### config.mk
export PLATFORM = sky130hd
export DESIGN_NAME = dir_cmd_queue
export DESIGN_NICKNAME = d
export VERILOG_FILES = /design/src/rtl/pacman_pkg.sv /design/src/rtl/dir_priority_enc.sv /design/src/rtl/dir_cmd_queue.sv
export SDC_FILE = /design/constraint.sdc
export NUM_CORES = 1
export LEC_CHECK = 0
export BUFFER_PORTS_ARGS = -buffer_cell sky130_fd_sc_hd__buf_2
export CORE_MARGIN = 10
export CORE_UTILIZATION = 50
export CTS_CLUSTER_SIZE = 24
export DETAILED_ROUTE_END_ITERATION = 10
export GPL_TIMING_DRIVEN = 0
export MAX_ROUTING_LAYER = met4
export PLACE_DENSITY = 0.75
export SLEW_MARGIN = 20
export SYNTH_ARGS = -nofsm -noshare
export SYNTH_HDL_FRONTEND = slang
export SYNTH_HIERARCHICAL = 1
export SYNTH_SLANG_ARGS = --single-unit
### constraint.sdc
create_clock -name d_clk -period 3.1 [get_ports d_clk]
set_input_delay 0.62 -clock d_clk [delete_from_list [all_inputs] [get_ports d_clk]]
set_output_delay 0.62 -clock d_clk [all_outputs]
set_load 0.05 [all_outputs]
### src/rtl/pacman_pkg.sv
// Shared Pac-Man definitions.
// Holds the 2-bit direction encoding. The command queue, the movement logic
// and the sprite renderer all use it.
package pacman_pkg;

    localparam int DIR_W = 2;

    typedef enum logic [DIR_W-1:0] {
        DIR_UP    = 2'd0,
        DIR_DOWN  = 2'd1,
        DIR_LEFT  = 2'd2,
        DIR_RIGHT = 2'd3
    } dir_e;

endpackage

### src/rtl/dir_priority_enc.sv
// Combinational encoder for the four direction press pulses.
// Ports:
//   up_p, down_p, left_p, right_p : one-cycle press pulses
//   push   : at least one pulse is present
//   dir    : the winning direction (up > down > left > right)
//   n_lost : number of pulses that lost arbitration this cycle (0..3)
module dir_priority_enc
    import pacman_pkg::*;
(
    input  logic       up_p,
    input  logic       down_p,
    input  logic       left_p,
    input  logic       right_p,
    output logic       push,
    output dir_e       dir,
    output logic [1:0] n_lost
);

    logic [2:0] cnt;

    always_comb begin
        cnt    = 3'(up_p) + 3'(down_p) + 3'(left_p) + 3'(right_p);
        push   = up_p | down_p | left_p | right_p;
        dir    = DIR_UP;
        if (up_p)         dir = DIR_UP;
        else if (down_p)  dir = DIR_DOWN;
        else if (left_p)  dir = DIR_LEFT;
        else if (right_p) dir = DIR_RIGHT;
        // Every pulse except the winner is lost; the count is at most 4, so
        // the count minus one fits in two bits.
        n_lost = push ? 2'(cnt - 3'd1) : 2'd0;
    end

endmodule

### src/rtl/dir_cmd_queue.sv
// Direction command queue.
// Buffers encoded button presses in a small show-ahead FIFO. The FIFO feeds
// the movement logic through a valid/ready handshake, so that a turn can be
// requested before the tile where it can be taken.
// Ports:
//   d_clk, rst         : clock; synchronous active-high reset
//   up_p .. right_p    : press pulses from the debouncers
//   cmd_ready          : consumer takes the head entry this cycle
//   cmd_valid, cmd_dir : head entry (registered)
//   level              : occupancy, 0..DEPTH
//   overflow           : sticky; set whenever a full queue replaced its newest entry
//   drop_cnt           : saturating count of discarded presses
module dir_cmd_queue
    import pacman_pkg::*;
#(
    parameter int DEPTH = 4,
    parameter int CNT_W = 8
) (
    input  logic                     d_clk,
    input  logic                     rst,
    input  logic                     up_p,
    input  logic                     down_p,
    input  logic                     left_p,
    input  logic                     right_p,
    input  logic                     cmd_ready,
    output logic                     cmd_valid,
    output logic [DIR_W-1:0]         cmd_dir,
    output logic [$clog2(DEPTH):0]   level,
    output logic                     overflow,
    output logic [CNT_W-1:0]         drop_cnt
);

    localparam int PTR_W = $clog2(DEPTH);
    localparam int LVL_W = PTR_W + 1;
    localparam logic [LVL_W-1:0] FULL_LVL = LVL_W'(DEPTH);

    function automatic logic [CNT_W-1:0] sat_add(input logic [CNT_W-1:0] a,
                                                 input logic [1:0]       b);
        logic [CNT_W:0] sum;
        sum = {1'b0, a} + (CNT_W+1)'(b);
        return sum[CNT_W] ? {CNT_W{1'b1}} : sum[CNT_W-1:0];
    endfunction

    logic       enc_push;
    dir_e       enc_dir;
    logic [1:0] enc_lost;

    dir_priority_enc u_enc (
        .up_p    (up_p),
        .down_p  (down_p),
        .left_p  (left_p),
        .right_p (right_p),
        .push    (enc_push),
        .dir     (enc_dir),
        .n_lost  (enc_lost)
    );

    dir_e             mem_q [DEPTH];
    logic [PTR_W-1:0] rd_ptr_q, rd_ptr_d;
    logic [PTR_W-1:0] wr_ptr_q, wr_ptr_d;
    logic [LVL_W-1:0] level_q, level_d;
    logic             overflow_q, overflow_d;
    logic [CNT_W-1:0] drop_q, drop_d;

    logic             pop, coalesce, do_push, replace, append;
    logic [PTR_W-1:0] newest_ptr, wr_idx;

    always_comb begin
        pop        = (level_q != '0) & cmd_ready;
        newest_ptr = wr_ptr_q - PTR_W'(1);
        // The newest entry only absorbs an equal push if it is still queued
        // after this cycle's pop; otherwise the push must be stored.
        coalesce   = enc_push && ((level_q - LVL_W'(pop)) != '0)
                     && (mem_q[newest_ptr] == enc_dir);
        do_push    = enc_push & ~coalesce;
        // A full queue with no pop overwrites the newest entry (latest intent wins).
        replace    = do_push & (level_q == FULL_LVL) & ~pop;
        append     = do_push & ~replace;
        wr_idx     = replace ? newest_ptr : wr_ptr_q;

        rd_ptr_d   = rd_ptr_q + PTR_W'(pop);
        wr_ptr_d   = wr_ptr_q + PTR_W'(append);
        level_d    = level_q + LVL_W'(append) - LVL_W'(pop);
        overflow_d = overflow_q | replace;
        drop_d     = sat_add(drop_q, enc_lost);
    end

    always_ff @(posedge d_clk) begin
        if (rst) begin
            rd_ptr_q   <= '0;
            wr_ptr_q   <= '0;
            level_q    <= '0;
            overflow_q <= 1'b0;
            drop_q     <= '0;
        end else begin
            rd_ptr_q   <= rd_ptr_d;
            wr_ptr_q   <= wr_ptr_d;
            level_q    <= level_d;
            overflow_q <= overflow_d;
            drop_q     <= drop_d;
        end
    end

    // Storage carries no reset; its contents are only visible when level is non-zero.
    always_ff @(posedge d_clk) begin
        if (!rst && do_push) begin
            mem_q[wr_idx] <= enc_dir;
        end
    end

    assign cmd_valid = (level_q != '0);
    assign cmd_dir   = cmd_valid ? mem_q[rd_ptr_q] : DIR_UP;
    assign level     = level_q;
    assign overflow  = overflow_q;
    assign drop_cnt  = drop_q;

endmodule

## Yosys cells after proc, flatten, opt, wreduce, memory -nomap -nowiden

Memory sizes are Yosys's and may differ from the RTL's. A register that Yosys moved wholly into a read port is not among the register bits.
Cells that the tools add are included.

- Register bits after elaboration: 16
- RAM bits: 8
- Input port bits: 7
- Memories kept: 1

- $add $sub $neg: 11
- Eq/ne operators: 2
- Muxes and demuxes: 11
- Bitwise logic cells: 12
- Reduce and logical (&&, ||, !) cells: 6

Memory list:

| memory | words | bits a word | rd ports | clocked after Yosys merged registers in | wr ports | line | source |
|---|---|---|---|---|---|---|---|
| mem_q | 4 | 2 | 2 | 1 | 1 | dir_cmd_queue.sv:58 | `dir_e mem_q [DEPTH];` |

Operator list:

| kind | count |
|---|---|
| two-way mux 2 bit | 8 |
| adder 8 x 2 -> 9 bit | 1 |
| adder 2 x 1 -> 2 bit | 4 |
| two-way mux 8 bit | 1 |
| nonzero test 3 bit | 2 |
| subtractor 3 x 1 -> 3 bit | 2 |
| bitwise AND 1 bit | 5 |
| bitwise OR 1 bit | 4 |
| subtractor 2 x 1 -> 2 bit, second input constant | 2 |
| adder 3 x 1 -> 3 bit | 1 |
| == test 3 bit, second input constant | 1 |
| logical AND 1 bit | 3 |
| inverter 1 bit | 3 |
| adder 1 x 1 -> 2 bit | 1 |
| == test 2 bit | 1 |
| two-way mux 1 bit | 2 |
| zero test 1 bit | 1 |

## Longest topological paths before layout

Gate-level depths: netlist (run 1).

- Depth in word-level cells: 14
- Depth in mapped cells: 13

## Cells and area by module

The synthesis (run 1) kept the hierarchy.

By module, submodules not included:

| module | instances | cells an instance | area each (um2) |
|---|---|---|---|
| dir_cmd_queue | 1 | 121 | 1295.0 |
| dir_priority_enc | 1 | 14 | 98.8 |

## Least setup slack after synthesis (run 1)

Ideal clock, no wire load.

- Path kind: input to register
- From: input right_p
- To: register level_q[2] (netlist: level[2])
- Setup time: 0.128 ns
- Data arrival time: 3.223 ns
- Data required time: 2.972 ns
- Path slack: -0.250 ns
- Stages: 13
- Path buffers: 0
- Cell sequence: inv_1 a211oi_1 xnor2_1 nor4b_2 or4b_1 ha_1 inv_1 ha_1 inv_1 fa_1 xor2_1 xnor2_1 nor2_1

- Word-level cells in the longest chain between the ends: 14
- Elaborated cells between the ends (all ways): 16
- Those cells by class: add/sub (2); eq/ne (1); mux (4); bitwise (7); reduce/logical (2)

RTL lines:

| item | line | source |
|---|---|---|
| from (decl) | dir_cmd_queue.sv:24 | `input logic right_p,` |
| two-way mux 2 bit * | dir_priority_enc.sv:28 | `else if (right_p) dir = DIR_RIGHT;` |
| two-way mux 2 bit * | dir_priority_enc.sv:27 | `else if (left_p) dir = DIR_LEFT;` |
| two-way mux 2 bit * | dir_priority_enc.sv:26 | `else if (down_p) dir = DIR_DOWN;` |
| two-way mux 2 bit * | dir_priority_enc.sv:25 | `if (up_p) dir = DIR_UP;` |
| net enc_dir[1] | dir_cmd_queue.sv:45 | `dir_e enc_dir;` |
| == test 2 bit * | dir_cmd_queue.sv:74 | `&& (mem_q[newest_ptr] == enc_dir);` |
| logical AND 1 bit * | dir_cmd_queue.sv:74 |  |
| inverter 1 bit * | dir_cmd_queue.sv:75 | `do_push = enc_push & ~coalesce;` |
| bitwise AND 1 bit * | dir_cmd_queue.sv:75 |  |
| bitwise AND 1 bit (2 in a row) | dir_cmd_queue.sv:77 | `replace = do_push & (level_q == FULL_LVL) & ~pop;` |
| inverter 1 bit | dir_cmd_queue.sv:78 | `append = do_push & ~replace;` |
| bitwise AND 1 bit * | dir_cmd_queue.sv:78 |  |
| adder 3 x 1 -> 3 bit * | dir_cmd_queue.sv:83 | `level_d = level_q + LVL_W'(append) - LVL_W'(pop);` |
| subtractor 3 x 1 -> 3 bit * | dir_cmd_queue.sv:83 |  |
| to (signal assigned) | dir_cmd_queue.sv:98 | `level_q <= level_d;` |
| to (decl) | dir_cmd_queue.sv:61 | `logic [LVL_W-1:0] level_q, level_d;` |

Mark *: on every way through the listed nets, which the timed path passes. The rest lies on a longest branch.
A chain may end at the register's enable or synchronous reset.

## Worst setup path after layout (run 1)

Same ends and word-level chain as after synthesis.

==> results by group, run 1 <==
Yosys
  – Unique masters post-synth: 33
  – Top cells by area, synth: dfxtp_1, edfxtp_1, xnor2_1
  – Syn nets: 151
  – Post-synth ARST share: 0
  – Area leader, netlist: dfxtp_1
  – Sequential cell area fraction in the yosys report: 0.402
  – Ys flop type: dfxtp_1
  – FF+latch count, synth: 24
  – Area share of the leading cell type in the synthesized netlist: 0.230
  – Mapped Cells: 135
  – Post-synth EDFFs: 8
  – Syn Area/Cell: 10.3 µm²
  – Mapped cell area: 1390 µm²
  – Synthesis Warnings: 6

Placed design
  – GPL Wtd Cong: 0.816
  – Placed cell areas: 1550 µm²
  – # port buffers: 20
  – Cells after DPL: 186
  – Dpl hpwl: 2300 µm

Drt
  – DR iter-0 viols: 39
  – DR DRC count: 0
  – Final WL: 3160 µm
  – Via count: 1091
  – Vias per Instance: 5.43
  – Post-DRT Antenna Nets: 0
  – TritonRoute pass-1 iters: 4
  – DR WL/cell: 15.7 µm

Global routing
  – Largest net degree at the start of global routing: 14
  – GRT Resource Usage Total: 0.122
  – Vias in the first global route: 1131
  – First-pass GRT wire length: 5110 µm
  – Initial antenna violation count: 0
  – GR Overflow Total: 0

Hold path
  – Hold Crit Depth: 2
  – Min-delay src: overflow$_SDFF_PP0_
  – Worst min path class: reg2reg
  – Hold EP: overflow$_SDFF_PP0_

STA
  – Final hold violations: 0
  – Highest Clock Rate: 0.333 GHz
  – Setup TNS: 0 ps
  – Least-Margin Pin Slew: 776 ps
  – Unrepaired setup endpoints after global routing: no
  – Pins over their slew limit: 0
  – Period utilization: 0.969
  – Clock Skew: 1.23 ps
  – Final setup viols: 0
  – Post-layout minimum cycle time: 3000 ps
  – Slew Limit Headroom: 0.481
  – Hold Slack: 497 ps

Finish
  – Non-filler cells, final: 201
  – # diodes: 0
  – Final instance area: 1860 µm²
  – Layout cells sized above 1: 0.376
  – Layout area overhead: 33.1%
  – Fillers: 218
  – Nets: 187
  – Footprint of the multi-input gates: 928 µm²
  – Register area: 562 µm²

Power and ir drop
  – Leakage: 0.726 nW
  – PD cells: 840 nW/µm²
  – Worst VDD drop: 0.668 mV

Floorplan
  – Core area: 2710 µm²
  – Initial core utilization: 0.514
  – I/O pin cnt: 22
  – Row Count: 19
  – DIE AREA: 5300 µm²
  – Die width: 72.8 µm
  – Die Ht: 72.8 µm

Setup path
  – RR Endpoint: level[2]$_SDFF_PP0_
  – Reg2reg setup slack: 130 ps
  – CP Launch Type: input pin
  – Reg-to-Reg Start: wr_ptr_q[1]$_SDFF_PP0_
  – Crit end category: flip-flop
  – WS Path Type: in2reg
  – CP max FO: 3
  – Worst Path Arrival: 3210 ps
  – Worst path required time: 3300 ps
  – Worst R2R Path Depth: 13

Clock tree
  – Clock slew at the register clock pins of the worst setup and hold paths: 130 ps
  – H-tree Lvls: 1
  – Clock Latency Late Sink: 320 ps
  – TritonCTS sink count: 24
  – CTS tree: done
  – Clk Tree Root Cell: clkbuf_4
  – Number of CTS-inserted buffers: 3
  – Bufs on Longest Clock Path: 2

Outcome
  – Status: finished clean

Job
  – Max_cap viols: 0
stage by stage:
stage | power [mW] | setup WS [ps] | util
after CTS | 1.44 | 4.11 | 0.614
after floorplan | 1.06 | -28.6 | -
after detailed placement | 1.22 | -430 | 0.572
after global placement | 1.18 | -293 | 0.572
after global routing | 1.67 | 6.65 | 0.685
final | 1.56 | 95.3 | 0.685
how the worst max path moves through the flow:
stage,from,cells after the start,endpoint,slack [ps]
after floorplan,left_p,13,level[2]$_SDFF_PP0_,-30
after global placement,left_p,14,level[2]$_SDFF_PP0_,-290
after detailed placement,left_p,14,level[2]$_SDFF_PP0_,-430
after CTS,right_p,15,level[2]$_SDFF_PP0_,4
after global routing,right_p,15,level[2]$_SDFF_PP0_,7
final,right_p,15,level[2]$_SDFF_PP0_,100
flip-flops by register name, summed over array words and instances (netlist names):
register	count
rd_ptr_q	2
wr_ptr_q	2
mem_q	8
drop_cnt	8
overflow	1
level	3
worst max-delay path, cell delays in order:
cell      delay, ps
clkbuf_4        140
inv_2            60
a211oi_4        240
buf_6           160
xnor2_4         130
nor4_4           70
or4b_4          570
ha_4            250
inv_1            60
ha_2            160
inv_1            50
fa_2            330
xor2_1          150
xnor2_1         160
nor2_1           50
cell type report:
type | count | area share
multi-input combinational | 93 | 0.500
sequential | 24 | 0.303
timing repair buffer | 31 | 0.113
inverter | 14 | 0.0283
tap | 31 | 0.0209
clock buffer | 4 | 0.0196
buffer | 4 | 0.0148
Yosys cell counts (all sizes together), types with 4 or more instances:
library cell  instances
dfxtp                16
inv                  14
a21oi                11
nor2                 11
xnor2                10
edfxtp                8
ha                    6
nor2b                 6
nand2                 5
nor4                  5
nor4b                 5
xor2                  5
mux2i                 4
cell families after synthesis:
group | synth area share
simple gates | 0.220
flops | 0.402
buf+inv | 0.0548
compound gates | 0.0709
xor+xnor | 0.0943
fa+ha+maj | 0.0969
mux | 0.0610
cell usage in the layout, fill, tap and decap left out, types with 4 or more instances in the layout:
cell type	instances
xnor2_1	6
clkbuf_4	5
nor2b_1	6
xor2_1	5
edfxtp_1	8
buf_2	17
dfxtp_1	15
nor2_1	10
buf_4	9
inv_1	12
nand2_1	5
ha_1	4
a21oi_1	9
where the power goes:
| group | internal (mW) | total, mW | leakage [nW] | switching, mW |
|---|---|---|---|---|
| clock network | 0.0719 | 0.166 | 0.0210 | 0.0940 |
| registers | 0.405 | 0.488 | 0.206 | 0.0830 |
| logic | 0.387 | 0.905 | 0.499 | 0.519 |
| total | 0.864 | 1.56 | 0.726 | 0.696 |
repair_timing:
item                                    CTS  global route
endpoints found under the hold margin     0             0
cloned                                    0             0
pin swaps                                 4            12
endpoints found under the setup margin    1             9
gates resized for setup                  10            22
hold buffers                              0             0
setup buffers                             2             9
per-layer routing:
metal,global-route usage,part of all wire,routed length [µm]
met1,0.129,0.40,1270
met4,0.0506,0.020,63
met5,-,0,0
met3,0.0259,0.045,142
met2,0.215,0.53,1680
(Power assumes the default switching activity.)
==> run 2: changes to the inputs <==
CORE_UTILIZATION = 55   (was 50)
PLACE_DENSITY = 0.78   (was 0.75)
clock period = 2.8 ns   (was 3.1 ns; I/O delays follow)
==> run 2 against run 1 <==
Effect of this change:
- the run now ends with setup timing left
- die area shrank 6.6%
- clock-buffer cell count is the same
- design area grew 2.8%
- sequential power grew 11%
- non-clock buffer count grew 1
- sequential share of layout area shrank 0.81 points
- critical path type is now reg2reg
- critical endpoint unchanged
- largest cell class unchanged
==> results by group, run 2 (synthesis gave the netlist of run 1 again) <==
Drt
  – DR DRC count: 0 (unchanged)
  – Post-DRT Antenna Nets: 0 (unchanged)
  – DR WL/cell: 16.4 µm (+4.1%)
  – TritonRoute pass-1 iters: 4 (unchanged)
  – Final WL: 3290 µm (+4.1%)
  – Via count: 1125 (+3.1%)
  – DR iter-0 viols: 24 (-38%)
  – Vias per Instance: 5.60 (+3.1%)

Clock tree
  – Clock slew at the register clock pins of the worst setup and hold paths: 130 ps (about the same)
  – Post-CTS Hold Buffers: 0 (unchanged)
  – Number of CTS-inserted buffers: 3 (unchanged)
  – TritonCTS sink count: 24 (unchanged)
  – Bufs on Longest Clock Path: 2 (unchanged)
  – Clk Tree Root Cell: clkbuf_4
  – CTS tree: done
  – H-tree Lvls: 1 (unchanged)
  – Clock Latency Late Sink: 320 ps (about the same)

Floorplan
  – I/O pin cnt: 22 (unchanged)
  – Core area: 2450 µm² (-9.4%)
  – Die Ht: 70.3 µm (-3.4%)
  – Die width: 70.3 µm (-3.4%)
  – Initial core utilization: 0.568 (+0.0535)
  – DIE AREA: 4950 µm² (-6.6%)
  – Row Count: 18 (-1)

Power and ir drop
  – Final Total Pwr: 1.78 mW (+14%)
  – PD cells: 932 nW/µm² (+11%)
  – Leakage: 0.734 nW (+1.1%)
  – Worst VDD drop: 0.768 mV (+15%)

Setup path
  – Worst R2R Path Depth: 13 (unchanged)
  – CP max FO: 4 (+1)
  – Reg2reg setup slack: -60 ps (-190 ps)
  – Worst Path Arrival: 3070 ps (-140 ps)
  – Slowest stage delay, CP: 580 ps (about the same)
  – Crit end category: flip-flop
  – CP Launch Type: flip-flop
  – Worst path required time: 3010 ps (-290 ps)
  – RR Endpoint: level[2]$_SDFF_PP0_
  – WS Path Type: reg2reg
  – Reg-to-Reg Start: wr_ptr_q[1]$_SDFF_PP0_
  – Critical-path cell list: buf_6 -> mux2i_4 -> xnor2_4 -> nor4_4 -> or4b_4 -> ha_4 -> inv_2 -> ha_4 -> inv_2 -> fa_2 -> xor2_1 -> xnor2_1 -> nor2_1
  – Slowest-stage cell, CP: or4b_4

Placed design
  – Cells after DPL: 185 (-0.54%)
  – Pre-CTS setup slack: -668 ps (-237 ps)
  – Dpl hpwl: 2160 µm (-6.5%)
  – # port buffers: 20 (unchanged)
  – GPL Wtd Cong: 0.813 (-0.47%)

Global routing
  – Initial antenna violation count: 0 (unchanged)
  – GRT Resource Usage Total: 0.127 (+0.00486)
  – Met2 GRT Util: 0.206 (-0.00925)
  – Vias in the first global route: 1150 (+1.7%)
  – Met1 usage: 0.144 (+0.0154)
  – GR Overflow Total: 0 (unchanged)
  – GR peak layer: met2
  – Largest net degree at the start of global routing: 14 (unchanged)
  – Met3 Use GR: 0.0325 (+0.00664)
  – First-pass GRT wire length: 5090 µm (-0.41%)

STA
  – Unrepaired setup endpoints after global routing: yes
  – Slew Limit Headroom: 0.457 (-0.0241)
  – Setup TNS: -60.1 ps (-60.1 ps)
  – Least-Margin Pin Slew: 812 ps (+36.1 ps)
  – Post-layout minimum cycle time: 2860 ps
  – Pins over their slew limit: 0 (unchanged)
  – Final WS setup: -60.1 ps (-155 ps)
  – Highest Clock Rate: 0.350 GHz
  – Final hold violations: 0 (unchanged)
  – Final setup viols: 1 (+1)
  – Clock Skew: 5.57 ps (+4.34 ps)
  – Period utilization: 1.02

Finish
  – Layout area overhead: 36.8%
  – Non-filler cells, final: 201 (unchanged)
  – # diodes: 0 (unchanged)
  – Most common cell after layout, fill and taps aside: buf_2
  – Nets: 188 (+0.53%)
  – Final core occ: 0.777 (+0.0921)
  – Fillers: 149 (-32%)
  – Layout cells sized above 1: 0.427 (+0.0504)
  – Commonest non-fill, non-tap cells in the layout: buf_2, dfxtp_1, buf_4

Outcome
  – Status: complete, but fails checks
  – Violated checks: setup timing

Hold path
  – Worst min path class: reg2reg
  – Min-delay src: overflow$_SDFF_PP0_
  – Hold Crit Depth: 2 (unchanged)
  – Hold EP: overflow$_SDFF_PP0_

Job
  – Max_cap viols: 0 (unchanged)
run 2: changes by cell type in the layout (fill, tap and decap cells not counted), sizes merged:
cell,before,now
buf,30,33
clkbuf,9,7
run 2: stage by stage:
stage               cell area, µm²  hold slack (ps)
global route                  1910              547
floorplan                     1450              537
CTS                           1800              490
detailed placement            1580              467
global placement              1580              463
finish                        1910              498
run 2: area by class of cell:
| type | count | area, µm² | share of cell area |
|---|---|---|---|
| Buffer | 4 | 23.8 | 0.0125 |
| Multi-Input combinational cell | 93 | 970 | 0.509 |
| Sequential cell | 24 | 562 | 0.295 |
| Inverter | 14 | 65.1 | 0.0341 |
| Clock buffer | 4 | 36.3 | 0.0190 |
| Tap cell | 30 | 37.5 | 0.0197 |
| Timing Repair Buffer | 32 | 213 | 0.112 |
run 2: report_power, final:
group	total, mW	internal, mW	switching [mW]
logic	1.05	0.454	0.596
registers	0.542	0.449	0.0938
clock network	0.186	0.0797	0.107
total	1.78	0.982	0.796
run 2: per-layer routing:
layer	share of wire	up-vias
met4	0.013	0
met2	0.51	25
met1	0.44	553
li1	-	542
met3	0.040	5
met5	0	-
run 2: critical path, delay by kind of cell (launching register included):
family,cells,cell delay (ps)
simple gates,3,690
xor+xnor,3,470
mux,1,290
fa+ha+maj,3,690
flops,1,370
buf+inv,3,240
run 2: how the worst max path moves through the flow:
| stage | endpoint | start | cells past startpoint | slack, ps |
|---|---|---|---|---|
| floorplan | level[2]$_SDFF_PP0_ | left_p | 13 | -240 |
| global placement | level[2]$_SDFF_PP0_ | left_p | 14 | -600 |
| detailed placement | level[2]$_SDFF_PP0_ | left_p | 14 | -670 |
| CTS | level[2]$_SDFF_PP0_ | right_p | 15 | -110 |
| global route | level[2]$_SDFF_PP0_ | wr_ptr_q[1]$_SDFF_PP0_ | 13 | -140 |
| finish | level[2]$_SDFF_PP0_ | wr_ptr_q[1]$_SDFF_PP0_ | 13 | -60 |
run 2: what timing repair did:
action | in CTS | in global routing
pin swaps | 10 | 14
resized for setup | 19 | 17
buffers inserted | 9 | 3
endpoints found under the setup margin | 8 | 10
